==> src/rtl/led_bank_arbiter.sv <==
// led_bank_arbiter: round-robin sharing of the 4-LED bank (D1-D4) and power LED (D5).
// A granted requester shows a static, rotating or blinking pattern for N ticks; otherwise the idle rotation runs.
module led_bank_arbiter #(
   parameter int NUM_REQ  = 2,
   parameter int TICK_DIV = 600000,
   parameter int DUR_W    = 8
) (
   input  logic                     clk,
   input  logic                     rst_n,
   input  logic [NUM_REQ-1:0]       req_valid,
   output logic [NUM_REQ-1:0]       req_ready,
   input  logic [4*NUM_REQ-1:0]     req_pattern,
   input  logic [2*NUM_REQ-1:0]     req_mode,
   input  logic [DUR_W*NUM_REQ-1:0] req_dur,
   output logic [3:0]               led,
   output logic                     led_pwr,
   output logic                     busy,
   output logic [1:0]               grant_id
);

   localparam int DIV_W = (TICK_DIV > 1) ? $clog2(TICK_DIV) : 1;
   localparam logic [DIV_W-1:0] DIV_LAST = DIV_W'(TICK_DIV - 1);

   typedef enum logic {ST_IDLE, ST_SHOW} state_e;
   typedef enum logic [1:0] {MODE_STATIC, MODE_CW, MODE_CCW, MODE_BLINK} mode_e;

   state_e           state_q, state_d;
   logic [DIV_W-1:0] div_q, div_d;
   logic [3:0]       idle_rot_q, idle_rot_d;
   logic [1:0]       rr_ptr_q, rr_ptr_d;
   logic [1:0]       grant_id_q, grant_id_d;
   logic [3:0]       cur_pat_q, cur_pat_d;
   mode_e            cur_mode_q, cur_mode_d;
   logic [DUR_W-1:0] dur_cnt_q, dur_cnt_d;
   logic             blank_q, blank_d;

   logic             tick;
   logic             accept;
   logic             win_found;
   logic [1:0]       win_idx;
   logic [1:0]       win_next;
   logic [3:0]       win_pat;
   logic [1:0]       win_mode;
   logic [DUR_W-1:0] win_dur;

   logic [3:0]       pat_a  [NUM_REQ];
   logic [1:0]       mode_a [NUM_REQ];
   logic [DUR_W-1:0] dur_a  [NUM_REQ];

   for (genvar g = 0; g < NUM_REQ; g++) begin : g_unpack
      assign pat_a[g]  = req_pattern[4*g +: 4];
      assign mode_a[g] = req_mode[2*g +: 2];
      assign dur_a[g]  = req_dur[DUR_W*g +: DUR_W];
   end

   assign tick = (div_q == DIV_LAST);

   // Round-robin search: first valid at or above rr_ptr, then wrap to the lowest valid below it.
   always_comb begin
      win_found = 1'b0;
      win_idx   = '0;
      win_pat   = '0;
      win_mode  = '0;
      win_dur   = '0;
      for (int i = 0; i < NUM_REQ; i++) begin
         if (!win_found && req_valid[i] && (2'(i) >= rr_ptr_q)) begin
            win_found = 1'b1;
            win_idx   = 2'(i);
            win_pat   = pat_a[i];
            win_mode  = mode_a[i];
            win_dur   = dur_a[i];
         end
      end
      for (int i = 0; i < NUM_REQ; i++) begin
         if (!win_found && req_valid[i]) begin
            win_found = 1'b1;
            win_idx   = 2'(i);
            win_pat   = pat_a[i];
            win_mode  = mode_a[i];
            win_dur   = dur_a[i];
         end
      end
   end

   assign win_next = (win_idx == 2'(NUM_REQ - 1)) ? 2'd0 : win_idx + 2'd1;

   // Handshake: a request transfers in the cycle req_valid[i] && req_ready[i]; ready is combinational,
   // only asserted in IDLE for the round-robin winner, and requesters hold valid/payload until then.
   always_comb begin
      req_ready = '0;
      for (int i = 0; i < NUM_REQ; i++) begin
         req_ready[i] = (state_q == ST_IDLE) && win_found && (win_idx == 2'(i)) && req_valid[i];
      end
   end

   assign accept = |(req_valid & req_ready);

   always_comb begin
      state_d    = state_q;
      div_d      = tick ? '0 : div_q + 1'b1;
      idle_rot_d = idle_rot_q;
      rr_ptr_d   = rr_ptr_q;
      grant_id_d = grant_id_q;
      cur_pat_d  = cur_pat_q;
      cur_mode_d = cur_mode_q;
      dur_cnt_d  = dur_cnt_q;
      blank_d    = blank_q;

      case (state_q)
         ST_IDLE: begin
            if (tick) begin
               idle_rot_d = {idle_rot_q[2:0], idle_rot_q[3]};
            end
            if (accept) begin
               state_d    = ST_SHOW;
               div_d      = '0;
               cur_pat_d  = win_pat;
               cur_mode_d = mode_e'(win_mode);
               dur_cnt_d  = (win_dur == '0) ? DUR_W'(1) : win_dur;
               blank_d    = 1'b0;
               grant_id_d = win_idx;
               rr_ptr_d   = win_next;
            end
         end
         ST_SHOW: begin
            if (tick) begin
               dur_cnt_d = dur_cnt_q - 1'b1;
               if (dur_cnt_q == DUR_W'(1)) begin
                  state_d = ST_IDLE;
               end else begin
                  case (cur_mode_q)
                     MODE_CW:    cur_pat_d = {cur_pat_q[2:0], cur_pat_q[3]};
                     MODE_CCW:   cur_pat_d = {cur_pat_q[0], cur_pat_q[3:1]};
                     MODE_BLINK: blank_d   = ~blank_q;
                     default:    cur_pat_d = cur_pat_q;
                  endcase
               end
            end
         end
         default: state_d = ST_IDLE;
      endcase
   end

   always_ff @(posedge clk or negedge rst_n) begin
      if (!rst_n) begin
         state_q    <= ST_IDLE;
         div_q      <= '0;
         idle_rot_q <= 4'b0001;
         rr_ptr_q   <= '0;
         grant_id_q <= '0;
         cur_pat_q  <= '0;
         cur_mode_q <= MODE_STATIC;
         dur_cnt_q  <= '0;
         blank_q    <= 1'b0;
      end else begin
         state_q    <= state_d;
         div_q      <= div_d;
         idle_rot_q <= idle_rot_d;
         rr_ptr_q   <= rr_ptr_d;
         grant_id_q <= grant_id_d;
         cur_pat_q  <= cur_pat_d;
         cur_mode_q <= cur_mode_d;
         dur_cnt_q  <= dur_cnt_d;
         blank_q    <= blank_d;
      end
   end

   // busy mirrors the FSM state (high exactly in SHOW) and doubles as its observation point.
   assign busy     = (state_q == ST_SHOW);
   assign led_pwr  = busy;
   assign led      = busy ? (blank_q ? 4'b0000 : cur_pat_q) : idle_rot_q;
   assign grant_id = grant_id_q;

endmodule
==> config.mk <==
export PLATFORM = sky130hd
export DESIGN_NAME = led_bank_arbiter
export DESIGN_NICKNAME = d
export VERILOG_FILES = /design/src/rtl/led_bank_arbiter.sv
export SDC_FILE = /design/constraint.sdc
export NUM_CORES = 1
export LEC_CHECK = 0
export CAP_MARGIN = 20
export CORE_ASPECT_RATIO = 0.6
export CORE_MARGIN = 5
export CORE_UTILIZATION = 53
export DETAILED_ROUTE_END_ITERATION = 8
export HOLD_SLACK_MARGIN = 0.12
export PLACE_DENSITY = 0.79
export SYNTH_ARGS = -nofsm -noshare
export SYNTH_HDL_FRONTEND = slang
export SYNTH_SLANG_ARGS = --single-unit
==> constraint.sdc <==
create_clock -name clk -period 2.4 [get_ports clk]
set_input_delay 0.48 -clock clk [delete_from_list [all_inputs] [get_ports clk]]
set_output_delay 0.48 -clock clk [all_outputs]
set_load 0.02 [all_outputs]
# Word-level counts from Yosys, hierarchy flattened
# Cells that the tools add are included.
word_totals:
  reg_bits: 44
  output_inout_bits: 10
op_classes:
  add_sub_neg: 3
  n_lt_le_gt_ge: 2
  n_eq_ne: 11
  muxes: 43
  bitwise: 3
  n_reduce_logical: 21
op_table:
  columns: ["cell", "count"]
  rows:
  - ["two-way mux 20 bit", 3]
  - ["two-way mux 8 bit", 7]
  - ["two-way mux 4 bit", 9]
  - ["adder 20 x 1 -> 20 bit (second input constant)", 1]
  - ["equality test 20 bit (second input constant)", 1]
  - ["case mux 4 bit (2 select lines)", 2]
  - ["case mux 8 bit (2 select lines)", 1]
  - ["two-way mux 2 bit", 7]
  - ["two-way mux 1 bit", 12]
  - ["logical AND 1 bit", 10]
  - ["equality test 8 x 1 -> 1 bit (second input constant)", 1]
  - ["zero test 8 bit", 1]
  - ["AND reduction 4 bit", 2]
  - ["subtractor 8 x 1 -> 8 bit (second input constant)", 1]
  - ["AND reduction 2 bit", 3]
  - ["equality test 2 x 1 -> 1 bit (second input constant)", 2]
  - ["equality test 2 bit (second input constant)", 2]
  - ["greater-or-equal comparator 1 x 2 -> 1 bit (first input constant)", 2]
  - ["!= test 2 x 1 -> 1 bit (second input constant)", 2]
  - ["!= test 2 bit (second input constant)", 2]
  - ["case mux 1 bit (2 select lines)", 2]
  - ["zero test 1 bit", 3]
  - ["!= test 3 x 1 -> 1 bit (second input constant)", 1]
  - ["adder 2 x 1 -> 2 bit (second input constant)", 1]
  - ["other kinds (4)", 5]

# Depth between registers and ports, before layout
# Gate-level depths: netlist of run 1.
depth:
  word_depth: 20
  mapped_depth: 7
  depth_no_buf: 7

# Worst setup path after synthesis of run 1
# OpenSTA, ideal clock, no wires.
synth_path:
  kind: "reg-to-output"
  start: "register state_q, in the netlist busy"
  end: "output port led[0]"
  arrival_time_ns: 1.558
  required_time_ns: 1.920
  path_slack_ns: 0.362
  stages_incl_launch_ff: 5
  path_cell_list: "dfrtp_1 > clkbuf_1 > clkbuf_1 > nand2_1 > o22ai_1"
synth_via:
  elab_chain_len: 1
synth_rtl:
  columns: ["element", "line_no", "source"]
  rows:
  - ["start, declared", "27", "state_e state_q, state_d;"]
  - ["start signal, assigned", "156", "state_q <= state_d;"]
  - ["two-way mux 4 bit", "171", "assign led = busy ? (blank_q ? 4'b0000 : cur_pat_q) : idle_rot_q;"]
  - ["end, declared", "15", "output logic [3:0] led,"]
# No other way between the ends.

# Worst setup path after layout of run 1
layout_path:
  start: "input port req_valid[0]"
  end: "output port req_ready[1]"
layout_via:
  elab_chain_len: 15
  word_cells_on_any_way: 19
layout_rtl:
  columns: ["element", "line_no", "source"]
  rows:
  - ["start, declared", "10", "input logic [NUM_REQ-1:0] req_valid,"]
  - ["logical AND 1 bit", "66", "if (!win_found && req_valid[i] && (2'(i) >= rr_ptr_q)) begin"]
  - ["two-way mux 1 bit", "66", null]
  - ["zero test 1 bit", "66", null]
  - ["logical AND 1 bit (2 in series)", "66", null]
  - ["two-way mux 1 bit", "66", null]
  - ["zero test 1 bit", "75", "if (!win_found && req_valid[i]) begin"]
  - ["logical AND 1 bit", "75", null]
  - ["two-way mux 1 bit", "75", null]
  - ["zero test 1 bit", "75", null]
  - ["logical AND 1 bit", "75", null]
  - ["two-way mux 2 bit or two-way mux 1 bit (tied branches)", "75", null]
  - ["equality test 2 x 1 -> 1 bit or logical AND 1 bit (tied branches)", "92", "req_ready[i] = (state_q == ST_IDLE) && win_found && (win_idx == 2'(i)) && req_valid[i];"]
  - ["logical AND 1 bit (*) (2 in series)", "92", null]
  - ["end, declared", "11", "output logic [NUM_REQ-1:0] req_ready,"]
# Every way passes the cells marked *; elsewhere a longest branch is shown, timed or not.

==> flow_summary_export.csv, run 1 <==
group,metric,value,unit
yosys,synth_cells,273,
clock_network,path_clk_slew,80,ps
global_routing,grt_use_total,0.222,
floorplan,start_util,0.551,
cells_and_area,finalNetCount,355,
worst_setup_path,cpLargestDelayFamily,"buffers and inverters",
timing,period_needed,2340,ps
worst_setup_path,start_kind,"primary input",
yosys,yosysSeqAreaShare,0.414,
worst_setup_path,rrSetupSlack,230,ps
drt,vias_per_cell,5.93,
worst_setup_path,worstSetupPathType,"in -> out",
worst_setup_path,crit_top_cell,"clkdlybuf4s50_1",
clock_network,h-tree-depth,2,
yosys,synth-edff-count,0,
cells_and_area,diodes,0,
yosys,yosysTopAreaCell,"dfrtp_1",
worst_setup_path,ff2ff_path_depth,6,
yosys,synthesis.area,2540,um^2
yosys,ys_types,56,
worst_setup_path,slowest_delay,610,ps
timing,setup_viol,0,
timing,fin_setup_tns,0,ps
drt,drt_iter0_markers,253,
timing,drv_slew,0,
floorplan,die_h,63.6,um
yosys,synthTopCellsByArea,"dfrtp_1, nor2_1, mux2i_1",
worst_setup_path,cp-end-kind,"primary output",
timing,skew,8.87,ps
global_routing,grt_max_degree,43,
cells_and_area,finalCoreUtilization,0.688,
yosys,synth-simple-area-share,0.242,
yosys,synth.avg_cell_area,9.31,um^2
placement,gp_congestion,0.929,
timing,worst_pin_slew,552,ps
drt,avgRoutedWirePerCell,17.3,um
floorplan,dieArea,6330,um^2
global_routing,grt_overflow,0,
floorplan,die_x,99.4,um
pwr,total_power,1790,uW
yosys,yosys.area.top_type_share,0.404,
clock_network,clock-root-buffer,"clkbuf_8",
cells_and_area,area_growth,24.9,%
yosys,async_reset_ff_frac,1.00,
worst_hold_path,min_path_type,"in -> async",
clock_network,numCtsBuffers,5,
global_routing,grt_pass1_vias,2165,
flow_run,cap_violations,0,
drt,routed_wl,6640,um
timing,relSlewSlack,0.632,
cells_and_area,fill_cells,373,
yosys,synthMuxAreaShare,0.0438,
timing,fmax,427,MHz
drt,drc,0,
yosys,synth_fa_ha_area_frac,0.0148,
worst_setup_path,crit_chain,"clkdlybuf4s50_1, nand2b_1, nand2_1, nor2_1, clkdlybuf4s50_1",
cells_and_area,most-common-layout-cells,"dfrtp_1, clkdlybuf4s50_1, nor2_1",
pwr,power_density,565,nW/um^2
clock_network,cts_tree,"yes",
timing,hold_viol,0,
worst_setup_path,r2r_end,"dur_cnt_q[2]",
worst_setup_path,r2r-start,"div_q[0]",
outcome,status,"finished, final reports clean",
cells_and_area,drive_gt1_frac,0.106,
worst_setup_path,worstPathRequired,1920,ps
yosys,synth-xor-area-share,0.0655,
pwr,p_leak,0.00135,uW
yosys,synth-compound-area-share,0.171,
placement,place_hpwl,4860,um
worst_setup_path,path_buf_inv,2,
drt,ant_nets,0,
yosys,ys_ff_latch,42,
pwr,peakVddDrop,0.000271,V
timing,rsz0062_at_grt,"no",
global_routing,antenna_found_initial,0,
timing,whs,233,ps
yosys,ys_warn_count,0,
yosys,synth.net_count,308,
worst_setup_path,critPathMaxFanout,3,
placement,port_buffers,40,
floorplan,rows,19,
clock_network,clock_path_buffers,2,
floorplan,core,4610,um^2
yosys,dominantRegCellSynth,"dfrtp_1",
global_routing,grt_pass1_wl,11100,um
timing,period_share,0.975,
drt,dr.pass1.iters,5,
worst_setup_path,cp_slowest_cell,"clkdlybuf4s50_1",
clock_network,clk-insertion-delay-late,300,ps
worst_setup_path,cp.arrival,1860,ps
drt,num_vias,2276,
floorplan,io_pins,42,
cells_and_area,final_common_cell,"dfrtp_1",
yosys,synth_top_family_by_area,"simple AND/OR/NAND/NOR gates",
clock_network,postCtsSetupRepairBufs,0,
clock_network,cts.sinks,42,
[per-layer routing]
layer	GRT usage	vias up	part of all wire
met5	0	-	0
met4	0.0511	0	0.0054
met3	0.0496	6	0.074
met2	0.307	103	0.43
met1	0.346	1082	0.49
li1	-	1085	-
[through the flow]
stage                     setup WS [ps]  cells  cell area (um^2)
after floorplan                     362    273              2540
after global placement            -31.5    376              3060
after detailed placement          -52.8    376              3060
after CTS                          42.9    384              3170
after global routing               9.10    384              3170
final                              60.2    384              3170
[final cells by class]
type / instances / area [um^2] / share of cell area
repair buffers: 55 / 507 / 0.160
clock inverters: 1 / 30.0 / 0.00946
clock buffers: 7 / 86.3 / 0.0272
flip-flops and latches: 42 / 1050 / 0.332
multi-input cells: 203 / 1370 / 0.431
inverters: 13 / 48.8 / 0.0154
well taps: 63 / 78.8 / 0.0248
[power by group]
| group | switching, uW | leakage (uW) | internal, uW | total (uW) |
|---|---|---|---|---|
| sequential | 83.2 | 0.000509 | 783 | 866 |
| clock | 262 | 0.0000585 | 340 | 601 |
| combinational | 161 | 0.000781 | 165 | 326 |
[how the worst max path moves through the flow]
stage | to | cells past startpoint | startpoint | slack (ps)
final | req_ready[1] | 5 | req_valid[0] | 60
after global routing | req_ready[1] | 4 | req_valid[1] | 9
after CTS | led[1] | 3 | busy | 40
after detailed placement | req_ready[0] | 4 | req_valid[0] | -50
after global placement | req_ready[0] | 4 | req_valid[0] | -30
after floorplan | led[0] | 4 | busy | 360
[state kept, by name (all words and copies together) (netlist names)]
signal      flops
dur_cnt_q       8
cur_pat_q       4
idle_rot_q      4
grant_id        1
rr_ptr_q        1
blank_q         1
cur_mode_q      2
div_q          20
busy            1
[cell usage after synthesis (7+ instances only)]
master	count
a221o_1	7
and3_1	8
clkbuf_1	7
dfrtp_1	41
inv_1	13
mux2i_1	10
nand2_1	16
nand3_1	12
nor2_1	35
xnor2_1	8
xor2_1	11
[logic make-up after synthesis]
group,after synthesis
simple gates,111
compound gates,58
flops,42
buf+inv,28
xor+xnor,19
mux,11
fa+ha+maj,3
other cells,1
[repair_timing]
item	4_1_cts	5_1_grt
endpoints found under the hold margin	0	0
setup endpoints to repair	1	4
resized for setup	1	1
hold buffers	0	0
No activity file was read; power rests on OpenSTA's default activity.
==> run 2: changes to the inputs <==
Settings changed: CORE_MARGIN 5 to default.
Clock period 2.4 ns to 2.6 ns, I/O delays scaled along.
==> run 2 against run 1 <==
Die area fell by 20%; clock skew fell by 1.4 ps; power fell by 14%; register-to-register slack improved by 330 ps; count of clock-buffer cells in the layout fell by 2; critical path type unchanged; largest power group unchanged.
==> flow_summary_export.csv, run 2 (synthesized netlist as in run 1, its figures left out) <==
group,metric,value,unit
timing,fmax,397,MHz
worst_setup_path,crit_chain,"clkdlybuf4s50_1, a21boi_2, and2_1, clkdlybuf4s50_1",
worst_setup_path,cp.arrival,2000,ps
worst_setup_path,cp.depth,4,
worst_setup_path,path_buf_inv,2,
worst_setup_path,rrSetupSlack,560,ps
drt,drt_iter0_markers,153,
worst_setup_path,slowest_delay,610,ps
outcome,status,"finished, final reports clean",
timing,period_share,0.970,
placement,port_buffers,40,
timing,worst_pin_slew,951,ps
cells_and_area,largestRegisters,"div_q x20, dur_cnt_q x8",
cells_and_area,most-common-layout-cells,"dfrtp_1, clkdlybuf4s50_1, nor2_1",
global_routing,antenna_found_initial,0,
worst_hold_path,min_path_type,"in -> async",
worst_setup_path,cp-end-kind,"primary output",
floorplan,core,4590,um^2
cells_and_area,design_area,3110,um^2
clock_network,h-tree-depth,2,
drt,avgRoutedWirePerCell,16.2,um
worst_setup_path,ff2ff_path_depth,5,
floorplan,io_pins,42,
floorplan,die_x,91.4,um
clock_network,postCtsSetupRepairBufs,0,
worst_setup_path,r2r-start,"div_q[0]",
worst_setup_path,worstPathRequired,2080,ps
timing,period_needed,2520,ps
cells_and_area,drive_gt1_frac,0.0918,
placement,gp_congestion,0.821,
clock_network,cts_hold_repair.buffers,0,
timing,skew,7.49,ps
cells_and_area,area_growth,22.3,%
pwr,p_leak,0.00131,uW
cells_and_area,registers.top_by_ff_count,"div_q",
drt,routed_wl,6150,um
clock_network,clock-root-buffer,"clkbuf_8",
global_routing,grt_use_total,0.267,
clock_network,numCtsBuffers,5,
clock_network,clock_path_buffers,2,
global_routing,grt_pass1_vias,2130,
clock_network,clk-insertion-delay-late,300,ps
global_routing,grt_pass1_wl,10500,um
flow_run,cap_violations,0,
worst_setup_path,cp_slowest_cell,"clkdlybuf4s50_1",
drt,drc,0,
worst_setup_path,start_kind,"primary input",
worst_setup_path,critPathCapture,"req_ready[0]",
timing,hold_viol,0,
timing,setup_viol,0,
floorplan,dieArea,5080,um^2
worst_setup_path,r2r_end,"dur_cnt_q[7]",
worst_setup_path,startpoint,"req_valid[0]",
cells_and_area,largest_register_ffs,20,
drt,vias_per_cell,5.90,
clock_network,cts_tree,"yes",
cells_and_area,final_common_cell,"dfrtp_1",
pwr,peakVddDrop,0.000213,V
timing,fin_setup_tns,0,ps
timing,drv_slew,0,
placement,place_hpwl,4490,um
worst_setup_path,worstSetupPathType,"in -> out",
worst_setup_path,critPathMaxFanout,3,
floorplan,rows,19,
floorplan,die_h,55.6,um
timing,rsz0062_at_grt,"no",
clock_network,path_clk_slew,80,ps
clock_network,cts.sinks,42,
cells_and_area,diodes,0,
worst_setup_path,crit_top_cell,"clkdlybuf4s50_1",
worst_setup_path,cpLargestDelayFamily,"buffers and inverters",
timing,relSlewSlack,0.366,
global_routing,grt_overflow,0,
drt,num_vias,2237,
floorplan,start_util,0.554,
drt,ant_nets,0,
clock_network,cts_resized,0,
cells_and_area,finalNetCount,350,
placement,place_area,3020,um^2
timing,whs,361,ps
drt,dr.pass1.iters,4,
pwr,power_density,494,nW/um^2
global_routing,grt_max_degree,43,
==> run 2: final cells by class <==
cell class                 instances  area, um^2
clock buffer                       5        68.8
clock inverter                     3        18.8
fill                             370        1480
inverter                          13        48.8
multi-input combinational        203        1370
sequential                        42        1050
tap                               63        78.8
timing repair buffer              50         470
==> run 2: worst min path at each step <==
stage,to,startpoint
4_1_cts,cur_pat_q[3],rst_n
2_1_floorplan,blank_q,rst_n
5_1_grt,div_q[14],rst_n
6_report,div_q[14],rst_n
3_3_place_gp,idle_rot_q[0],idle_rot_q[0]
3_5_place_dp,rr_ptr_q[0],rr_ptr_q[0]
==> run 2: stage by stage <==
step | setup slack, ps | power (uW) | instances | util
finish | 79.2 | 1530 | 379 | 0.677
global route | 42.1 | 1610 | 379 | 0.677
CTS | 84.6 | 1550 | 379 | 0.677
detailed placement | 87.7 | 1110 | 371 | 0.658
global placement | 103 | 1090 | 371 | 0.658
floorplan | 522 | 987 | 273 | -
==> run 2: metal layers <==
layer  GRT usage  part of all wire  vias up
met5           0                 0        -
met4      0.0726            0.0094        0
met3      0.0492             0.059        7
met2       0.365              0.42       71
met1       0.428              0.51     1079
li1            -                 -     1080
==> run 2: power breakdown <==
group / total (uW) / internal, uW / switching [uW]
clock: 431 / 189 / 242
sequential: 803 / 722 / 80.6
combinational: 300 / 150 / 150
total: 1530 / 1060 / 473
==> run 3: changes to the inputs <==
Settings changed: CELL_PAD_IN_SITES_DETAIL_PLACEMENT from default to 1, CELL_PAD_IN_SITES_GLOBAL_PLACEMENT from default to 1, CORE_UTILIZATION 53 to 44, PLACE_DENSITY 0.79 to default, PLACE_DENSITY_LB_ADDON from default to 0.1.
Clock period 2.6 ns to 2.95 ns, I/O delays scaled along.
==> run 3 against run 2 <==
Global-route usage shrank 2.2 points; combinational power shrank 13%; clock power shrank 16%; die area grew 20%; via count shrank 1.2%; register-to-register slack gained 110 ps; setup slack gained 170 ps; clock skew shrank 3.2 ps; hold slack gained 82 ps; cell area is essentially flat.
==> flow_summary_export.csv, run 3 (synthesized netlist as in run 1, its figures left out) <==
group,metric,value,unit
outcome,status,"finished, final reports clean",
clock_network,clock_path_buffers,2,
floorplan,core,5570,um^2
timing,period_needed,2710,ps
worst_setup_path,cp-end-kind,"primary output",
pwr,power_density,429,nW/um^2
clock_network,postCtsSetupRepairBufs,0,
worst_setup_path,worstSetupPathType,"reg -> out",
placement,dp.cells,386,
timing,period_share,0.917,
clock_network,clk-insertion-delay-late,300,ps
cells_and_area,final_common_cell,"dfrtp_1",
floorplan,dieArea,6090,um^2
floorplan,rows,21,
clock_network,h-tree-depth,2,
placement,place_hpwl,5230,um
global_routing,antenna_found_initial,0,
placement,port_buffers,40,
worst_setup_path,worstPathRequired,2360,ps
drt,drt_iter0_markers,119,
worst_setup_path,ff2ff_path_depth,6,
pwr,p_leak,0.00130,uW
timing,worst_pin_slew,970,ps
global_routing,grt_pass1_vias,2116,
cells_and_area,multi_input_area,1370,um^2
drt,avgRoutedWirePerCell,17.6,um
drt,vias_per_cell,5.63,
clock_network,cts.sinks,42,
placement,gp_congestion,0.795,
drt,drc,0,
drt,ant_nets,0,
clock_network,path_clk_slew,80,ps
clock_network,numCtsBuffers,5,
drt,dr.pass1.iters,4,
worst_setup_path,crit_chain,"buf_4, nor2_1, clkdlybuf4s50_1",
clock_network,clock-root-buffer,"clkbuf_8",
drt,routed_wl,6910,um
timing,fmax,370,MHz
timing,drv_slew,0,
worst_setup_path,cpLargestDelayFamily,"buffers and inverters",
cells_and_area,final_cells,393,
drt,top_layer_used,"met4",
cells_and_area,fill_cells,655,
flow_run,cap_violations,0,
pwr,peakVddDrop,0.000165,V
timing,rsz0062_at_grt,"no",
pwr,total_power,1330,uW
floorplan,die_x,100,um
worst_setup_path,r2r_end,"dur_cnt_q[0]",
cells_and_area,diodes,0,
clock_network,cts_tree,"yes",
timing,skew,4.25,ps
worst_setup_path,critPathMaxFanout,24,
global_routing,grt_pass1_wl,11200,um
global_routing,grt_max_degree,43,
cells_and_area,seq_area,1050,um^2
drt,wl_met2,2840,um
worst_setup_path,path_buf_inv,2,
worst_setup_path,slowest_delay,840,ps
timing,hold_viol,0,
global_routing,grt_overflow,0,
cells_and_area,finalNetCount,348,
global_routing,grt_use_total,0.245,
cells_and_area,drive_gt1_frac,0.0831,
worst_setup_path,start_kind,"flip-flop",
floorplan,die_h,60.9,um
drt,wl_met1,3800,um
timing,fin_setup_tns,0,ps
worst_setup_path,cp.arrival,2120,ps
floorplan,io_pins,42,
cells_and_area,most-common-layout-cells,"dfrtp_1, clkdlybuf4s50_1, nor2_1",
clock_network,cts_resized,0,
drt,dr_wl_met3,226,um
cells_and_area,largestRegisters,"div_q x20, dur_cnt_q x8",
cells_and_area,area_growth,22.2,%
worst_setup_path,rrSetupSlack,670,ps
timing,relSlewSlack,0.353,
floorplan,start_util,0.456,
clock_network,cts_hold_repair.buffers,0,
cells_and_area,largest_register_ffs,20,
worst_hold_path,min_path_type,"in -> async",
cells_and_area,registers.top_by_ff_count,"div_q",
timing,setup_viol,0,
worst_setup_path,r2r-start,"busy",
worst_setup_path,cp_slowest_cell,"dfrtp_1",
drt,num_vias,2211,
==> run 3: layout make-up <==
class / instances / area share
Sequential cell: 42 / 0.339
Tap cell: 80 / 0.0322
Clock buffer: 5 / 0.0222
Inverter: 13 / 0.0157
Multi-Input combinational cell: 203 / 0.441
Timing Repair Buffer: 48 / 0.147
Clock inverter: 2 / 0.00322
==> run 3: worst max-delay path by stage <==
stage	start	end	cells past startpoint
detailed placement	req_valid[0]	req_ready[1]	5
CTS	busy	req_ready[1]	3
finish	busy	req_ready[1]	3
floorplan	busy	led[0]	4
global placement	req_valid[0]	req_ready[0]	4
global route	busy	req_ready[1]	3
==> run 3: metrics by stage <==
step	hold WS, ps	area (um^2)	utilization	setup WS (ps)
after floorplan	294	2540	-	802
after global placement	501	3030	0.543	310
after detailed placement	514	3030	0.543	271
after CTS	477	3100	0.557	240
after global routing	518	3100	0.557	163
final	444	3100	0.557	245
==> run 3: metal layers <==
metal / GRT usage / up-vias
li1: - / 1073
met1: 0.380 / 1102
met2: 0.346 / 30
met3: 0.0553 / 6
met4: 0.0435 / 0
met5: 0 / -
==> run 3: power by group <==
| group | internal, uW | switching, uW |
|---|---|---|
| Combinational | 130 | 132 |
| Clock | 159 | 205 |
| Sequential | 637 | 68.8 |
